$ cat src/rtl/soc_ctrl_rst_seq_gen_if.sv
// Signal bundle between the reset sequencer and whoever drives it:
// per-channel delay, clock-enable and soft-reset requests in, and
// per-channel resets, gated enables and status flags out.
interface soc_ctrl_rst_seq_gen_if #(
   parameter int NUM_CH = 4,
   parameter int CNT_W  = 8
) ();

   logic [NUM_CH*CNT_W-1:0] delay_i;
   logic [NUM_CH-1:0]       clk_en_i;
   logic [NUM_CH-1:0]       sw_rst_req_i;
   logic [NUM_CH-1:0]       arst_no;
   logic [NUM_CH-1:0]       clk_en_o;
   logic                    busy_o;
   logic                    done_o;

   // Requester side: drives delays and requests, observes resets and status
   modport master (
      output delay_i, clk_en_i, sw_rst_req_i,
      input  arst_no, clk_en_o, busy_o, done_o
   );

   // Sequencer side
   modport slave (
      input  delay_i, clk_en_i, sw_rst_req_i,
      output arst_no, clk_en_o, busy_o, done_o
   );

endinterface

$ cat src/rtl/soc_ctrl_rst_seq_gen.sv
// Power-on reset / clock-enable sequencer for NUM_CH channels.
// After reset each channel is released once its delay has elapsed, either
// one after another (PAR_MODE=0) or all at once (PAR_MODE=1). Once the
// power-on sequence is complete, per-channel soft resets are queued and
// served lowest index first, reusing the same delay counters.
module soc_ctrl_rst_seq_gen #(
   parameter int NUM_CH   = 4,
   parameter int CNT_W    = 8,
   parameter int PAR_MODE = 0
) (
   input  logic                  clk_i,
   input  logic                  arst_ni,
   soc_ctrl_rst_seq_gen_if.slave bus
);

   localparam int IDX_W = (NUM_CH > 1) ? $clog2(NUM_CH) : 1;

   typedef enum logic [1:0] {
      ST_INIT,
      ST_SEQ,
      ST_DONE,
      ST_SWRST
   } state_e;

   state_e                        state_q, state_d;
   logic [IDX_W-1:0]              idx_q, idx_d;      // channel served in SWRST
   logic                          done_q, done_d;
   logic [NUM_CH-1:0][CNT_W-1:0]  cnt_q, cnt_d;      // remaining delay per channel
   logic [NUM_CH-1:0]             act_q, act_d;      // channel is counting
   logic [NUM_CH-1:0]             rst_q, rst_d;      // registered arst_no
   logic [NUM_CH-1:0]             en_q, en_d;        // released-enable flag
   logic [NUM_CH-1:0]             pend_q, pend_d;    // queued soft resets

   logic [NUM_CH-1:0]             rel_w;             // channel releases this edge
   logic [NUM_CH-1:0]             start_w;           // channel activates this edge
   logic [NUM_CH-1:0]             clr_w;             // drop reset and enable now
   logic [NUM_CH-1:0]             pend_clr;
   logic [NUM_CH-1:0]             req_all;
   logic [IDX_W-1:0]              low_idx;

   // Next-state, activation and per-channel counter logic
   // NOTE: every variable gets a default before any branch, so no path leaves one unassigned and no latch is inferred.
   always_comb begin
      state_d  = state_q;
      idx_d    = idx_q;
      done_d   = done_q;
      pend_d   = pend_q;
      cnt_d    = cnt_q;
      act_d    = act_q;
      rst_d    = rst_q;
      en_d     = en_q;
      start_w  = '0;
      clr_w    = '0;
      pend_clr = '0;
      rel_w    = '0;
      req_all  = pend_q | bus.sw_rst_req_i;
      low_idx  = '0;

      // Scan from the top so the lowest requesting channel wins
      for (int k = NUM_CH - 1; k >= 0; k--) begin
         if (req_all[k]) low_idx = IDX_W'(k);
      end

      // A counting channel releases on the edge after its count hits zero;
      // counting down from the sampled value means a full-scale delay never wraps
      for (int k = 0; k < NUM_CH; k++) begin
         rel_w[k] = act_q[k] && (cnt_q[k] == '0);
      end

      case (state_q)
         ST_INIT: begin
            state_d = ST_SEQ;
            if (PAR_MODE != 0) start_w = '1;
            else               start_w[0] = 1'b1;
         end

         ST_SEQ: begin
            // Sequential mode: the next channel activates on the release edge
            if (PAR_MODE == 0) begin
               for (int k = 0; k < NUM_CH - 1; k++) begin
                  start_w[k+1] = rel_w[k];
               end
            end
            if (&rst_q) begin
               state_d = ST_DONE;
               done_d  = 1'b1;
            end
         end

         ST_DONE: begin
            pend_d = req_all;
            if (|req_all) begin
               state_d          = ST_SWRST;
               idx_d            = low_idx;
               start_w[low_idx] = 1'b1;
               clr_w[low_idx]   = 1'b1;
            end
         end

         ST_SWRST: begin
            if (rel_w[idx_q]) begin
               state_d         = ST_DONE;
               pend_clr[idx_q] = 1'b1;
            end
            // New requests are ORed in after the clear so a repeat request
            // for the channel being served is queued again
            pend_d = (pend_q & ~pend_clr) | bus.sw_rst_req_i;
         end

         default: state_d = ST_INIT;
      endcase

      for (int k = 0; k < NUM_CH; k++) begin
         if (start_w[k]) begin
            cnt_d[k] = bus.delay_i[k*CNT_W +: CNT_W];
            act_d[k] = 1'b1;
         end else if (rel_w[k]) begin
            act_d[k] = 1'b0;
         end else if (act_q[k]) begin
            cnt_d[k] = cnt_q[k] - 1'b1;
         end
         rst_d[k] = clr_w[k] ? 1'b0 : (rst_q[k] | rel_w[k]);
         // Enable flag follows the registered reset one edge later
         en_d[k]  = clr_w[k] ? 1'b0 : rst_q[k];
      end
   end

   // State and channel registers; reset aborts any sequence asynchronously
   // NOTE: sequential state uses non-blocking assignments so all flops update from pre-edge values.
   always_ff @(posedge clk_i or negedge arst_ni) begin
      if (!arst_ni) begin
         state_q <= ST_INIT;
         idx_q   <= '0;
         done_q  <= 1'b0;
         // NOTE: the counter array is small and must read zero after reset, so it is reset like any other flop.
         cnt_q   <= '0;
         act_q   <= '0;
         rst_q   <= '0;
         en_q    <= '0;
         pend_q  <= '0;
      end else begin
         state_q <= state_d;
         idx_q   <= idx_d;
         done_q  <= done_d;
         cnt_q   <= cnt_d;
         act_q   <= act_d;
         rst_q   <= rst_d;
         en_q    <= en_d;
         pend_q  <= pend_d;
      end
   end

   assign bus.arst_no  = rst_q;
   assign bus.clk_en_o = bus.clk_en_i & en_q;
   assign bus.busy_o   = (state_q == ST_SEQ) || (state_q == ST_SWRST) || (|pend_q);
   assign bus.done_o   = done_q;

endmodule

$ cat src/flat_wrapper.sv
// flat-port wrapper written by rule: the top's interface ports become plain ports
module soc_ctrl_rst_seq_gen_flat 
#(
   parameter int NUM_CH   = 4,
   parameter int CNT_W    = 8,
   parameter int PAR_MODE = 0
)
  (clk_i, arst_ni, bus_delay_i, bus_clk_en_i, bus_sw_rst_req_i, bus_arst_no, bus_clk_en_o, bus_busy_o, bus_done_o);
  soc_ctrl_rst_seq_gen_if #(.NUM_CH(NUM_CH), .CNT_W(CNT_W)) bus_i ();
  input  logic clk_i;
  input  logic arst_ni;
  input wire logic [$bits(bus_i.delay_i)-1:0] bus_delay_i;
  input wire logic [$bits(bus_i.clk_en_i)-1:0] bus_clk_en_i;
  input wire logic [$bits(bus_i.sw_rst_req_i)-1:0] bus_sw_rst_req_i;
  output wire logic [$bits(bus_i.arst_no)-1:0] bus_arst_no;
  output wire logic [$bits(bus_i.clk_en_o)-1:0] bus_clk_en_o;
  output wire logic [$bits(bus_i.busy_o)-1:0] bus_busy_o;
  output wire logic [$bits(bus_i.done_o)-1:0] bus_done_o;
  assign bus_i.delay_i = bus_delay_i;
  assign bus_i.clk_en_i = bus_clk_en_i;
  assign bus_i.sw_rst_req_i = bus_sw_rst_req_i;
  assign bus_arst_no = bus_i.arst_no;
  assign bus_clk_en_o = bus_i.clk_en_o;
  assign bus_busy_o = bus_i.busy_o;
  assign bus_done_o = bus_i.done_o;
  soc_ctrl_rst_seq_gen #(.NUM_CH(NUM_CH), .CNT_W(CNT_W), .PAR_MODE(PAR_MODE)) u_core (.clk_i(clk_i), .arst_ni(arst_ni), .bus(bus_i));
endmodule
$ cat config.mk
export PLATFORM = sky130hd
export DESIGN_NAME = soc_ctrl_rst_seq_gen_flat
export DESIGN_NICKNAME = d
export VERILOG_FILES = /design/src/rtl/soc_ctrl_rst_seq_gen_if.sv /design/src/rtl/soc_ctrl_rst_seq_gen.sv /design/src/flat_wrapper.sv
export SDC_FILE = /design/constraint.sdc
export NUM_CORES = 1
export LEC_CHECK = 0
export CAP_MARGIN = 25
export CORE_ASPECT_RATIO = 0.5
export CORE_MARGIN = 2
export CORE_UTILIZATION = 45
export DETAILED_ROUTE_END_ITERATION = 8
export MAX_ROUTING_LAYER = met4
export PLACE_DENSITY = 0.81
export SYNTH_ARGS = -nofsm -noshare
export SYNTH_HDL_FRONTEND = slang
export SYNTH_SLANG_ARGS = --single-unit
$ cat constraint.sdc
create_clock -name clk_i -period 6.55 [get_ports clk_i]
set_input_delay 1.31 -clock clk_i [delete_from_list [all_inputs] [get_ports clk_i]]
set_output_delay 1.31 -clock clk_i [all_outputs]
set_load 0.005 [all_outputs]
==> results.json <==
{
  "hold-path-cell-count": 1,
  "place_hpwl_um": 4650,
  "synth_top_area_share_pct": 44.6,
  "nFillCells": 503,
  "start_util_pct": 47.7,
  "ff2ff_setup_slack_ps": 3340,
  "rsz0062_at_grt": "false",
  "peakVddDrop_mv": 0.111,
  "switching_share_pct": 18.9,
  "p_leak_uw": 0.00141,
  "grt_pass1_wl_um": 10900,
  "vias": 2414,
  "finalMaxSlewViolations": 0,
  "die-height_um": 61.5,
  "track_usage_pct": 19.5,
  "wl_per_cell_um": 14.1,
  "ys_warn_count": 0,
  "cts_resized": 0,
  "hold_viol": 0,
  "synth-async-reset-ratio_pct": 100,
  "cts.sinks": 53,
  "worstPathCellList": "clkdlybuf4s50_1, nor3b_1, o2111ai_1, a21boi_1, mux2_2",
  "synth_ff_type": "dfrtp_1",
  "worstHoldStart": "u_core.bus.done_o",
  "crit_type": "in2reg",
  "antenna_found_initial": 0,
  "nNetsFinal": 422,
  "die_area_um2": 7310,
  "r2r-start": "u_core.state_q[0]",
  "finalCriticalPeriod_ps": 3740,
  "grt_max_degree": 54,
  "core_area_um2": 6230,
  "io_pins": 52,
  "grt_pass1_vias": 2546,
  "ys_top_cells_by_count": "dfrtp_1 (53), nand2_1 (37), o21ai_0 (28)",
  "comb_power_share_pct": 5.1,
  "yosys-top-cells-area": "dfrtp_1 (45%), xnor2_1 (7.7%), ha_1 (5.1%), o21ai_0 (4.7%), nand2_1 (4.7%)",
  "slew_headroom_pct": 31.6,
  "cap_violations": 0,
  "crit_path_max_fanout": 16,
  "synth-seq-cells": 53,
  "power_uw": 667,
  "drt-initial-drc-count": 123,
  "outcome": "complete, no violations",
  "min_period_over_period_pct": 57.2,
  "dp_cells": 448,
  "max_clock_freq_mhz": 267,
  "synth_edf_count": 0,
  "dr.pass1.iters": 5,
  "setup_viol": 0,
  "power_switching_uw": 126,
  "synth_nets": 372,
  "drc_errors": 0,
  "worstPathRequired_ps": 6720,
  "cp_slowest_cell": "a21boi_1",
  "ff2ff_path_depth": 6,
  "grt_overflow": 0,
  "root_buffer": "clkbuf_16",
  "syn_avg_cell_area_um2": 9.35,
  "post_cts_buffers": 0,
  "gp_congestion": 0.899,
  "yosysSeqAreaShare_pct": 44.6,
  "pwr-share-clk_pct": 45.9,
  "clk_pin_slew_worst_paths_ps": 70,
  "synth_cells": 318,
  "postRouteAntennaNets": 0,
  "arrival_ps": 3920,
  "share_seq_of_total_power_pct": 49.0,
  "hold_class": "reg2reg",
  "setup_tns_ps": 0,
  "area_growth_pct": 25.5,
  "die-width_um": 119,
  "clk_latency_ps": 290,
  "fin_util_pct": 59.9,
  "rr_endpoint": "u_core.cnt_q[25]",
  "cts_tree": "built",
  "yosysUniqueCellTypes": 46,
  "worst_slew_pin_slew_ps": 1020,
  "route.detailed.vias_per_inst": 5.28,
  "worst_clock_skew_ps": 6.05,
  "min_to": "u_core.bus.done_o",
  "io_buffers": 51,
  "cts_buffer_depth": 2,
  "wl_um": 6440,
  "drive_above_1_share_pct": 5.96,
  "fin_cells": 457,
  "critPathMaxStageDelay_ps": 840,
  "num_antenna_cells": 0,
  "cts_htree_levels": 2,
  "hold_buffers": 0,
  "synth_area_leader_cell": "dfrtp_1",
  "netlist_area_um2": 2970,
  "cts-buffers-inserted": 5,
  "setup.worst_path.start_class": "input pin",
  "synth_most_common_cell": "dfrtp_1",
  "p_per_area_nw_per_um2": 179,
  "row_count": 20,
  "worstSetupEndpointType": "flip-flop",
  "internal_power_uw": 541
}
[logic make-up (layout without fill, tap and decap cells)]
family / count (synthesis) / count (layout) / share of synthesized area, %
compound gates: 62 / 62 / 13.5
xor+xnor: 28 / 28 / 8.25
fa+ha+maj: 12 / 12 / 5.05
buf+inv: 29 / 80 / 3.96
flops: 53 / 53 / 44.6
mux: 5 / 5 / 1.81
simple gates: 129 / 129 / 22.8
[layout make-up]
type / instances / area [µm²] / share of cell area [%]
Inverter: 19 / 71.3 / 1.91
Clock inverter: 1 / 30.0 / 0.805
Clock buffer: 7 / 143 / 3.82
Timing Repair Buffer: 53 / 520 / 14.0
Sequential cell: 53 / 1330 / 35.6
Multi-Input combinational cell: 236 / 1530 / 41.0
Tap cell: 88 / 110 / 2.95
[registers in the layout, summed over array words and instances, names as in the netlist]
name                flops
u_core.act_q            4
u_core.state_q          2
u_core.en_q             4
u_core.bus.done_o       1
u_core.bus.arst_no      4
u_core.pend_q           4
u_core.idx_q            2
u_core.cnt_q           32
[worst max-delay path, delay by kind of cell]
kind / cells / cell delay [ps]
multiplexers: 1 / 420
AO/OA/AOI/OAI: 2 / 1150
buffers and inverters: 1 / 450
AND/OR/NAND/NOR: 1 / 580
[how the worst max path moves through the flow]
stage | from | endpoint | slack (ps) | cells after the start
after floorplan | bus_clk_en_i[0] | bus_clk_en_o[0] | 3790 | 1
after global placement | bus_sw_rst_req_i[0] | u_core.cnt_q[25] | 2760 | 5
after detailed placement | bus_sw_rst_req_i[0] | u_core.cnt_q[25] | 2600 | 5
after CTS | bus_clk_en_i[0] | bus_clk_en_o[0] | 2830 | 3
after global routing | bus_sw_rst_req_i[0] | u_core.cnt_q[25] | 2620 | 5
final | bus_sw_rst_req_i[0] | u_core.cnt_q[25] | 2810 | 5
[through the flow]
step	instance area, µm²	setup WS, ps	hold WS, ps
finish	3730	2810	482
global route	3730	2620	509
CTS	3720	2830	491
detailed placement	3550	2600	473
global placement	3550	2760	468
floorplan	2970	3790	451
[cells in the final DEF, fill, tap and decap left out, drive strengths merged, types with 2 or more instances in the layout]
cell type       n
xor2            2
o41ai           2
and2            8
mux2i           2
nor4bb          3
mux2            3
clkbuf          7
o31ai           3
buf             3
nor4           17
nor3            7
inv            19
o21a            3
a21boi          4
xnor2          26
or3b            2
nand4           3
nand2          37
nand3           5
clkdlybuf4s50  50
or3             2
dfrtp          53
ha             12
nor2           25
o21ai          30
nand2b          6
a21oi          15
or4             7
[power groups by stage]
stage,Sequential [µW],Clock (µW),Combinational [µW]
final,327,306,33.8
after global routing,327,320,37.2
after CTS,327,309,34.7
after detailed placement,333,0,34.5
after global placement,333,0,33.9
after floorplan,333,0,1.12
[per-layer routing]
metal / global-route usage, % / share of wire [%] / vias to the layer above
met2: 36.6 / 49 / 65
met4: 6.97 / 0.98 / 0
li1: - / - / 1205
met5: - / 0 / -
met1: 21.3 / 45 / 1138
met3: 4.35 / 4.3 / 6
(Power assumes the default switching activity.)
==> RTL change: new RTL, config.mk and constraints unchanged <==
`CNT_W` is set to 8 in 3 places; all go to 6.
--- a/src/rtl/soc_ctrl_rst_seq_gen_if.sv
+++ b/src/rtl/soc_ctrl_rst_seq_gen_if.sv
@@ -4,5 +4,5 @@
 interface soc_ctrl_rst_seq_gen_if #(
    parameter int NUM_CH = 4,
-   parameter int CNT_W  = 8
+   parameter int CNT_W  = 6
 ) ();
 
--- a/src/rtl/soc_ctrl_rst_seq_gen.sv
+++ b/src/rtl/soc_ctrl_rst_seq_gen.sv
@@ -6,5 +6,5 @@
 module soc_ctrl_rst_seq_gen #(
    parameter int NUM_CH   = 4,
-   parameter int CNT_W    = 8,
+   parameter int CNT_W    = 6,
    parameter int PAR_MODE = 0
 ) (
--- a/src/flat_wrapper.sv
+++ b/src/flat_wrapper.sv
@@ -3,5 +3,5 @@
 #(
    parameter int NUM_CH   = 4,
-   parameter int CNT_W    = 8,
+   parameter int CNT_W    = 6,
    parameter int PAR_MODE = 0
 )
Interface: changed (resized bus_delay_i); port bits go from 52 to 44. No check against the original RTL was run, so the function may have changed too.
==> RTL change against the original RTL <==
- cell area fell by 12%
- wire length fell by 19%
- register-to-register slack improved by 1.0 ns
- area after synthesis fell by 12%
- total power fell by 15%
- sequential cell count fell by 8
- non-clock buffer count fell by 9
- setup slack improved by 0.057 ns
- largest cell class unchanged
==> RTL change: results (changes against the original RTL) <==
| Metric | Value |
|---|---|
| Fillcell total | 467 (was 503) |
| Clock-cell share | 4.63% (about the same) |
| Status | complete, no violations (unchanged) |
| Largest net degree at the start of global routing | 46 (was 54) |
| NumNets Final | 345 (was 422) |
| CLK BUF | 6 (was 7) |
| Met2 routed WL | 2.57 mm (was 3.18 mm) |
| Slowest-stage cell, CP | clkdlybuf4s50_1 (was a21boi_1) |
| Tap Count | 73 (was 88) |
| Max stage delay on crit path | 0.49 ns (was 0.84 ns) |
| Final hold slack | 0.479 ns (was 0.482 ns) |
| Share of layout cells above drive strength 1 | 15.7% (was 5.96%) |
| Static leakage | 1.37 nW (was 1.41 nW) |
| Post-synthesis sequential area ratio | 42.9% (was 44.6%) |
| R2r setup slk | 4.38 ns (was 3.34 ns) |
| Bufs w/o clock | 44 (was 53) |
| Clock skew | 0.00628 ns (was 0.00605 ns) |
| Commonest cells post-synth | dfrtp_1 (45), nand2_1 (23), nor2_1 (18) (was dfrtp_1 (53), nand2_1 (37), o21ai_0 (28)) |
| Area contributors post-synth | dfrtp_1 (43%), ha_1 (5.7%), mux2_2 (3.9%) (was dfrtp_1 (45%), xnor2_1 (7.7%), ha_1 (5.1%)) |
| Metal3 WL | 211 um (was 275 um) |
| Fin cells | 373 (was 457) |
| Multi-input gates | 187 (was 236) |
| Post-synthesis compound-gate area fraction | 12.9% (was 13.5%) |
| Total global-route track usage | 17.8% (was 19.5%) |
| Final WL | 5.24 mm (was 6.44 mm) |
| WL met1 | 2.43 mm (was 2.92 mm) |
| Mux cell area share after synthesis | 10.2% (was 1.81%) |
| Internal | 0.450 mW (was 0.541 mW) |
| Invs w/o clock | 16 (was 19) |
| M3 GR Usage | 3.77% (was 4.35%) |
| First-pass GRT wire length | 9.06 mm (was 10.9 mm) |
| Largest register FFs | 24 (was 32) |
==> RTL change: cell count changes in the layout (fill, tap and decap cells not counted), moves of 6 or more <==
cell,change
nor4_1,-13
dfrtp_1,-8
xnor2_1,-20
nor2_1,-7
clkdlybuf4s50_1,-8
mux2_2,+6
mux2i_1,+6
nand2_1,-14
o21ai_0,-22
==> RTL change: final timing paths <==
check | from | endpoint | depth (start not counted)
min reg2reg | u_core.bus.done_o | u_core.bus.done_o | 1
min | u_core.bus.done_o | u_core.bus.done_o | 1
max in group asynchronous | arst_ni | u_core.cnt_q[23] | 2
max | bus_clk_en_i[1] | bus_clk_en_o[1] | 3
min in group asynchronous | arst_ni | u_core.cnt_q[20] | 1
max reg2reg | u_core.cnt_q[12] | u_core.state_q[1] | 7
==> RTL change: critical path, delay by kind of cell <==
kind                   cells  cell delay, ns
buffers and inverters      2            0.94
AND/OR/NAND/NOR            1            0.12
